[src/rtl/darkroom_spi_frame_receiver.sv]
// darkroom_spi_frame_receiver
//   SPI mode-0 slave for the lighthouse sensor link. Deserialises byte frames,
//   accepts only frames of exactly FRAME_BYTES bytes, buffers one good frame and
//   streams it out as 32-bit words over a valid/ready handshake.
// Ports
//   clock, reset_n                system clock, async active-low reset
//   sck_i, ss_n_i, mosi_i         asynchronous SPI inputs (MSB first)
//   word_o, word_index_o          current output word and its index in the frame
//   word_valid_o, word_ready_i    output handshake
//   frame_done_o                  pulse: last word of a frame accepted
//   frame_error_o                 pulse: received frame had a bad length
//   overflow_o                    pulse: good frame dropped, output buffer busy
//   frame_count_o                 good frames loaded into the buffer (wraps)
module darkroom_spi_frame_receiver #(
  parameter int unsigned FRAME_BYTES = 32,
  parameter int unsigned CNT_WIDTH   = 16,
  localparam int unsigned WORDS      = FRAME_BYTES / 4,
  localparam int unsigned IDX_W      = (WORDS > 1) ? $clog2(WORDS) : 1
) (
  input  logic                 clock,
  input  logic                 reset_n,
  input  logic                 sck_i,
  input  logic                 ss_n_i,
  input  logic                 mosi_i,
  output logic [31:0]          word_o,
  output logic [IDX_W-1:0]     word_index_o,
  output logic                 word_valid_o,
  input  logic                 word_ready_i,
  output logic                 frame_done_o,
  output logic                 frame_error_o,
  output logic                 overflow_o,
  output logic [CNT_WIDTH-1:0] frame_count_o
);

  localparam int unsigned BCNT_W = $clog2(FRAME_BYTES + 2);
  localparam logic [BCNT_W-1:0] FULL_CNT = BCNT_W'(FRAME_BYTES);
  localparam logic [BCNT_W-1:0] SAT_CNT  = BCNT_W'(FRAME_BYTES + 1);
  localparam logic [IDX_W-1:0]  LAST_IDX = IDX_W'(WORDS - 1);

  typedef enum logic [1:0] {RxWaitIdle, RxIdle, RxShift, RxCheck} rx_state_e;
  typedef enum logic {TxIdle, TxSend} tx_state_e;

  // Synchronisers plus one registered edge-detect stage. ss_n resets to 0 so a
  // genuine high level must be observed before the receiver arms.
  logic [1:0] sck_sync_q, ss_sync_q, mosi_sync_q;
  logic       sck_prev_q, ss_prev_q, mosi_prev_q;
  logic       sck_rise_q, ss_rise_q, ss_fall_q;

  always_ff @(posedge clock or negedge reset_n) begin
    if (!reset_n) begin
      sck_sync_q  <= '0;
      ss_sync_q   <= '0;
      mosi_sync_q <= '0;
      sck_prev_q  <= 1'b0;
      ss_prev_q   <= 1'b0;
      mosi_prev_q <= 1'b0;
      sck_rise_q  <= 1'b0;
      ss_rise_q   <= 1'b0;
      ss_fall_q   <= 1'b0;
    end else begin
      sck_sync_q  <= {sck_sync_q[0], sck_i};
      ss_sync_q   <= {ss_sync_q[0], ss_n_i};
      mosi_sync_q <= {mosi_sync_q[0], mosi_i};
      sck_prev_q  <= sck_sync_q[1];
      ss_prev_q   <= ss_sync_q[1];
      // mosi is delayed alongside the edge pulses so the captured bit lines up
      mosi_prev_q <= mosi_sync_q[1];
      sck_rise_q  <= sck_sync_q[1] & ~sck_prev_q;
      ss_rise_q   <= ss_sync_q[1] & ~ss_prev_q;
      ss_fall_q   <= ~ss_sync_q[1] & ss_prev_q;
    end
  end

  rx_state_e               rx_state_q, rx_state_d;
  tx_state_e               tx_state_q, tx_state_d;
  logic [6:0]              shift_q;
  logic [2:0]              bit_cnt_q;
  logic [BCNT_W-1:0]       byte_cnt_q;
  logic [8*FRAME_BYTES-1:0] frame_q, buf_q;
  logic [IDX_W-1:0]        idx_q, idx_d;
  logic [CNT_WIDTH-1:0]    frame_cnt_q;

  logic good, check, last_accept, tx_free, load;

  always_comb begin
    rx_state_d = rx_state_q;
    unique case (rx_state_q)
      RxWaitIdle: if (ss_prev_q) rx_state_d = RxIdle;
      RxIdle:     if (ss_fall_q) rx_state_d = RxShift;
      RxShift:    if (ss_rise_q) rx_state_d = RxCheck;
      RxCheck:    rx_state_d = RxIdle;
      default:    rx_state_d = RxWaitIdle;
    endcase
  end

  // Bytes shift in at the bottom, so byte 0 ends up in the top byte lane.
  always_ff @(posedge clock or negedge reset_n) begin
    if (!reset_n) begin
      rx_state_q <= RxWaitIdle;
      shift_q    <= '0;
      bit_cnt_q  <= '0;
      byte_cnt_q <= '0;
      frame_q    <= '0;
    end else begin
      rx_state_q <= rx_state_d;
      if (rx_state_q == RxIdle && ss_fall_q) begin
        bit_cnt_q  <= '0;
        byte_cnt_q <= '0;
      end else if (rx_state_q == RxShift && sck_rise_q && !ss_rise_q) begin
        shift_q   <= {shift_q[5:0], mosi_prev_q};
        bit_cnt_q <= bit_cnt_q + 3'd1;
        if (bit_cnt_q == 3'd7) begin
          if (byte_cnt_q < FULL_CNT) begin
            frame_q <= {frame_q[8*FRAME_BYTES-9:0], shift_q, mosi_prev_q};
          end
          if (byte_cnt_q != SAT_CNT) byte_cnt_q <= byte_cnt_q + BCNT_W'(1);
        end
      end
    end
  end

  assign good        = (byte_cnt_q == FULL_CNT) && (bit_cnt_q == 3'd0);
  assign check       = (rx_state_q == RxCheck);
  assign last_accept = (tx_state_q == TxSend) && word_ready_i && (idx_q == LAST_IDX);
  // A frame finishing in the same cycle frees the buffer for the new one.
  assign tx_free     = (tx_state_q == TxIdle) || last_accept;
  assign load        = check && good && tx_free;

  always_comb begin
    tx_state_d = tx_state_q;
    idx_d      = idx_q;
    if (load) begin
      tx_state_d = TxSend;
      idx_d      = '0;
    end else if (tx_state_q == TxSend && word_ready_i) begin
      if (idx_q == LAST_IDX) begin
        tx_state_d = TxIdle;
        idx_d      = '0;
      end else begin
        idx_d = idx_q + IDX_W'(1);
      end
    end
  end

  always_ff @(posedge clock or negedge reset_n) begin
    if (!reset_n) begin
      tx_state_q  <= TxIdle;
      idx_q       <= '0;
      buf_q       <= '0;
      frame_cnt_q <= '0;
    end else begin
      tx_state_q <= tx_state_d;
      idx_q      <= idx_d;
      if (load) begin
        buf_q       <= frame_q;
        frame_cnt_q <= frame_cnt_q + CNT_WIDTH'(1);
      end
    end
  end

  assign word_o        = buf_q[32*idx_q +: 32];
  assign word_index_o  = idx_q;
  assign word_valid_o  = (tx_state_q == TxSend);
  assign frame_done_o  = last_accept;
  assign frame_error_o = check && !good;
  assign overflow_o    = check && good && !tx_free;
  assign frame_count_o = frame_cnt_q;

endmodule

[config.mk]
export PLATFORM = sky130hd
export DESIGN_NAME = darkroom_spi_frame_receiver
export DESIGN_NICKNAME = d
export VERILOG_FILES = /design/src/rtl/darkroom_spi_frame_receiver.sv
export SDC_FILE = /design/constraint.sdc
export NUM_CORES = 1
export LEC_CHECK = 0
export BUFFER_PORTS_ARGS = -buffer_cell sky130_fd_sc_hd__buf_2
export CAP_MARGIN = 20
export CORE_UTILIZATION = 55
export DETAILED_ROUTE_END_ITERATION = 10
export PLACE_DENSITY_LB_ADDON = 0.25
export SYNTH_ARGS = -nofsm -noshare
export SYNTH_HDL_FRONTEND = slang
export SYNTH_SLANG_ARGS = --single-unit
[constraint.sdc]
create_clock -name clock -period 4.6 [get_ports clock]
set_input_delay 0.69 -clock clock [delete_from_list [all_inputs] [get_ports clock]]
set_output_delay 0.69 -clock clock [all_outputs]
set_load 0.005 [all_outputs]
After elaboration in Yosys (flattened, before gate mapping)
Cells that the tools add are included.
{ "totals": {"reg_bits": 562, "inputBits": 6} }
{ "classes": {"n_addsub": 4, "magnitude_cmp": 1, "n_eq_ne": 10, "shifts": 1, "muxes": 16, "n_bitwise": 8, "n_reduce_logical": 26} }
{ "op_table": {"columns": ["op", "count"], "rows": [
  ["256-bit by 9-bit variable part select with 32-bit output", 1],
  ["6-bit two-way mux", 4],
  ["16-bit by 1-bit adder with 16-bit output, second input constant", 1],
  ["3-bit two-way mux", 5],
  ["1-bit logical AND", 10],
  ["2-bit nonzero test", 5],
  ["2-bit case mux with 4 select lines", 1],
  ["3-bit by 1-bit adder with 3-bit output, second input constant", 2],
  ["6-bit by 1-bit adder with 6-bit output, second input constant", 1],
  ["3-bit equality test, second input constant", 2],
  ["6-bit equality test, second input constant", 1],
  ["6-bit less-than comparator, second input constant", 1],
  ["2-bit two-way mux", 3],
  ["2-bit inequality test, second input constant", 3],
  ["6-bit inequality test, second input constant", 1],
  ["3-bit AND reduction", 2],
  ["1-bit inverter", 5],
  ["2-bit equality test, second input constant", 2],
  ["2-bit AND reduction", 2],
  ["4-bit AND reduction", 1],
  ["1-bit bitwise AND", 3],
  ["1-bit zero test", 3],
  ["3-bit zero test", 1],
  ["1-bit two-way mux", 3],
  ["3 further kinds", 3]
]} }

Logic depth before layout (Yosys ltp)
{ "logic_depth": {"word_depth": 6, "mapped_depth": 9, "mapped_depth_nobuf": 6} }

Worst setup path after synthesis
No wires, ideal clock.
{ "synth_timing": {"path_kind": "register to output", "from": "register idx_q[0] (netlist: word_index_o[0])", "to": "output port word_o[10]", "arrival_ns": 1.762, "required_time_ns": 3.910, "slack_ns": 2.148, "path_stages_with_launch": 5, "n_path_buf": 2, "path_cell_list": "dfrtp_1 buf_2 buf_2 mux4_2 mux2_2"} }
{ "synth_via": {"elab_chain_len": 1} }
{ "synth_rtl": {"columns": ["item", "line", "source"], "rows": [
  ["start, declared", "80", "logic [IDX_W-1:0] idx_q, idx_d;"],
  ["start signal, assigned", "153", "idx_q <= idx_d;"],
  ["256-bit by 9-bit variable part select with 32-bit output", "161", "assign word_o = buf_q[32*idx_q +: 32];"],
  ["end, declared", "25", "output logic [31:0] word_o,"]
]} }
Every way passes these cells.

Worst setup path in the final report
{ "layout_timing": {"from": "register idx_q[1] (netlist: word_index_o[1])", "to": "output port word_o[29]"} }
The elaborated chain is that of the path after synthesis.

==> impl_metrics.ini <==
[yosys]
syn-num-nets = 1943
synth_cell_types = 38
yosys_warnings = 0
synth_area_per_cell_um2 = 12.0
synth_area_um2 = 23100
ys_seq_elements = 562
synth_edf_count = 0
synthArstFlopShare_pct = 100
synthFlopType = dfrtp_1
ys_seq_area_share_pct = 60.8
syn_inst = 1924

[sta]
tightest_slew_ns = 0.994
setup_viol = 0
max_freq_mhz = 280
rsz0062_at_grt = no
period_needed_ns = 3.57
fin_skew_ns = 0.0190
hold_viol_final = 0
final.period_utilization_pct = 77.5
relSlewSlack_pct = 33.5
slew_violations = 0
fin_tns_setup_ns = 0

[place]
place_hpwl_um = 27100
port_buffers = 60
gp_congestion = 0.783

[clocking]
cts_buffers = 56
clk_path_buf_depth = 3
clk_latency_ns = 0.61
cts.sinks = 562
h-tree-depth = 2
clockRootBuffer = clkbuf_16
post_cts_buffers = 0
cts_resized = 0
cts_tree = built
cts.clk_slew.worst_paths_ns = 0.06
ctsHoldBuffers = 0

[flow_run]
maxCapViolCount = 0

[cells_and_area]
layout_common_cells = 780 x nand2_1, 559 x dfrtp_1, 258 x mux2_2, 64 x mux4_2, 59 x buf_2
area_growth_syn_to_layout_pct = 11.8
layout-drive-gt1-share_pct = 25.3
layout_commonest_cell = nand2_1
nNetsFinal = 1976
antenna_cells = 0

[routing]
wl_per_cell_um = 17.9
via_per_inst = 5.46
ant_nets = 0
drt_iter0_drc = 859
firstDrtPassIters = 7
post-route-drc-count = 5
routed_wl_um = 45400
vias = 13800

[critical_path]
setup.worst_path.end_class = primary output
cp_max_fo = 54
crit_type = flop to primary output
crit_arrival_ns = 2.88
worst-endpoint-required_ns = 3.91
crit_path_start_kind = flop

[min_path]
hp-class = input port to asynchronous set/reset pin

[outcome]
status = finished, violations left
violations = DRC

[power]
power_density_nw_per_um2 = 412
p_leak_nw = 13.7
power_w = 0.0107
ir_worst_vdd_mv = 0.302

[global_routing]
grt_use_total_pct = 22.1
antenna_found_initial = 1
grt_max_degree = 211
grt_pass1_wl_um = 76700
first_global_vias = 14500
grt_remaining_overflow = 0

[floorplan]
core_area_um2 = 41100
die_h_um = 207
rows = 74
io_pins = 61
start_util_pct = 56.3
die_area_um2 = 42900
die_x_um = 207
## Yosys cell counts (2+ instances only)
cell / count / area (um^2)
nand2_1: 780 / 2930
dfrtp_1: 562 / 14100
mux2_2: 258 / 2910
mux4_2: 64 / 1440
buf_2: 61 / 305
mux2_1: 38 / 428
clkbuf_1: 35 / 131
xnor2_1: 16 / 140
ha_1: 13 / 163
inv_1: 12 / 45.0
nor2_1: 11 / 41.3
nand3_1: 10 / 50.1
a21oi_1: 8 / 40.0
nand4_1: 7 / 43.8
buf_4: 6 / 45.0
nor3_1: 5 / 25.0
and3_1: 4 / 25.0
o21ai_0: 4 / 20.0
buf_1: 3 / 11.3
mux2i_1: 3 / 30.0
nor2b_1: 3 / 18.8
xor2_1: 3 / 26.3
and2_1: 2 / 12.5
or3_1: 2 / 12.5
## final timing paths
kind,to,from,cells after the start,slack (ns)
max in group asynchronous,frame_q[248],reset_n,2,3.39
min reg2reg,mosi_prev_q,mosi_sync_q[1],0,0.34
min in group clock,ss_sync_q[0],ss_n_i,1,0.20
max reg2reg,buf_q[243],word_index_o[1],7,1.43
max,word_o[29],word_index_o[1],4,1.03
min,frame_q[115],reset_n,1,0.20
## worst max-delay path, stage by stage, from the launching register on
cell     delay (ns)
dfrtp_4        1.02
buf_4          0.40
mux4_2         0.37
mux2_2         0.33
buf_2          0.15
## power by group
part | switching (W) | total, W | internal (W)
registers | 0.000206 | 0.00520 | 0.00499
logic | 0.000426 | 0.000785 | 0.000360
clock network | 0.00191 | 0.00468 | 0.00277
total | 0.00254 | 0.0107 | 0.00812
## logic make-up (layout without fill, tap and decap cells)
| kind of cell | count (synthesis) | after routing | synth area share [%] |
|---|---|---|---|
| muxes | 363 | 363 | 20.8 |
| DFF | 562 | 562 | 60.8 |
| AOI/OAI and AO/OA | 15 | 15 | 0.363 |
| buffers and inverters | 117 | 196 | 2.33 |
| and+or+nand+nor | 835 | 835 | 14.3 |
| adders and majority gates | 13 | 13 | 0.703 |
| xor gates and xnor gates | 19 | 19 | 0.720 |
## state kept, by name, indices dropped and copies added, names as in the netlist
signal         cells
buf_q            256
frame_q          256
frame_count_o     16
shift_q            7
byte_cnt_q         6
bit_cnt_q          3
word_index_o       3
mosi_sync_q        2
rx_state_q         2
sck_sync_q         2
ss_sync_q          2
mosi_prev_q        1
sck_prev_q         1
sck_rise_q         1
ss_fall_q          1
ss_prev_q          1
ss_rise_q          1
word_valid_o       1
## metal layers
| metal | vias to the layer above | part of all wire (%) | GRT usage [%] |
|---|---|---|---|
| met2 | 187 | 48 | 35.3 |
| met3 | 59 | 4.6 | 4.28 |
| met1 | 7151 | 46 | 31.6 |
| met5 | - | 0 | 0 |
| met4 | 0 | 1.6 | 5.10 |
| li1 | 6450 | - | - |
## final cells by class
type / count / area, um^2
fill: 3224 / 15300
sequential: 562 / 14100
multi-input combinational: 1245 / 8550
clock buffer: 82 / 1650
tap: 532 / 666
timing repair buffer: 80 / 623
clock inverter: 22 / 254
inverter: 12 / 45.0
## through the flow
step / instance area, um^2 / util [%] / setup WS, ns / hold slack (ns) / instances
floorplan: 23100 / - / 2.15 / 0.331 / 1924
global placement: 24000 / 58.3 / 1.59 / 0.333 / 2431
detailed placement: 24000 / 58.3 / 1.50 / 0.340 / 2431
CTS: 25900 / 62.9 / 0.971 / 0.165 / 2535
global route: 25900 / 62.9 / 0.892 / 0.174 / 2535
finish: 25900 / 62.9 / 1.03 / 0.201 / 2535
Note: power is estimated with default switching activity, not from simulation.
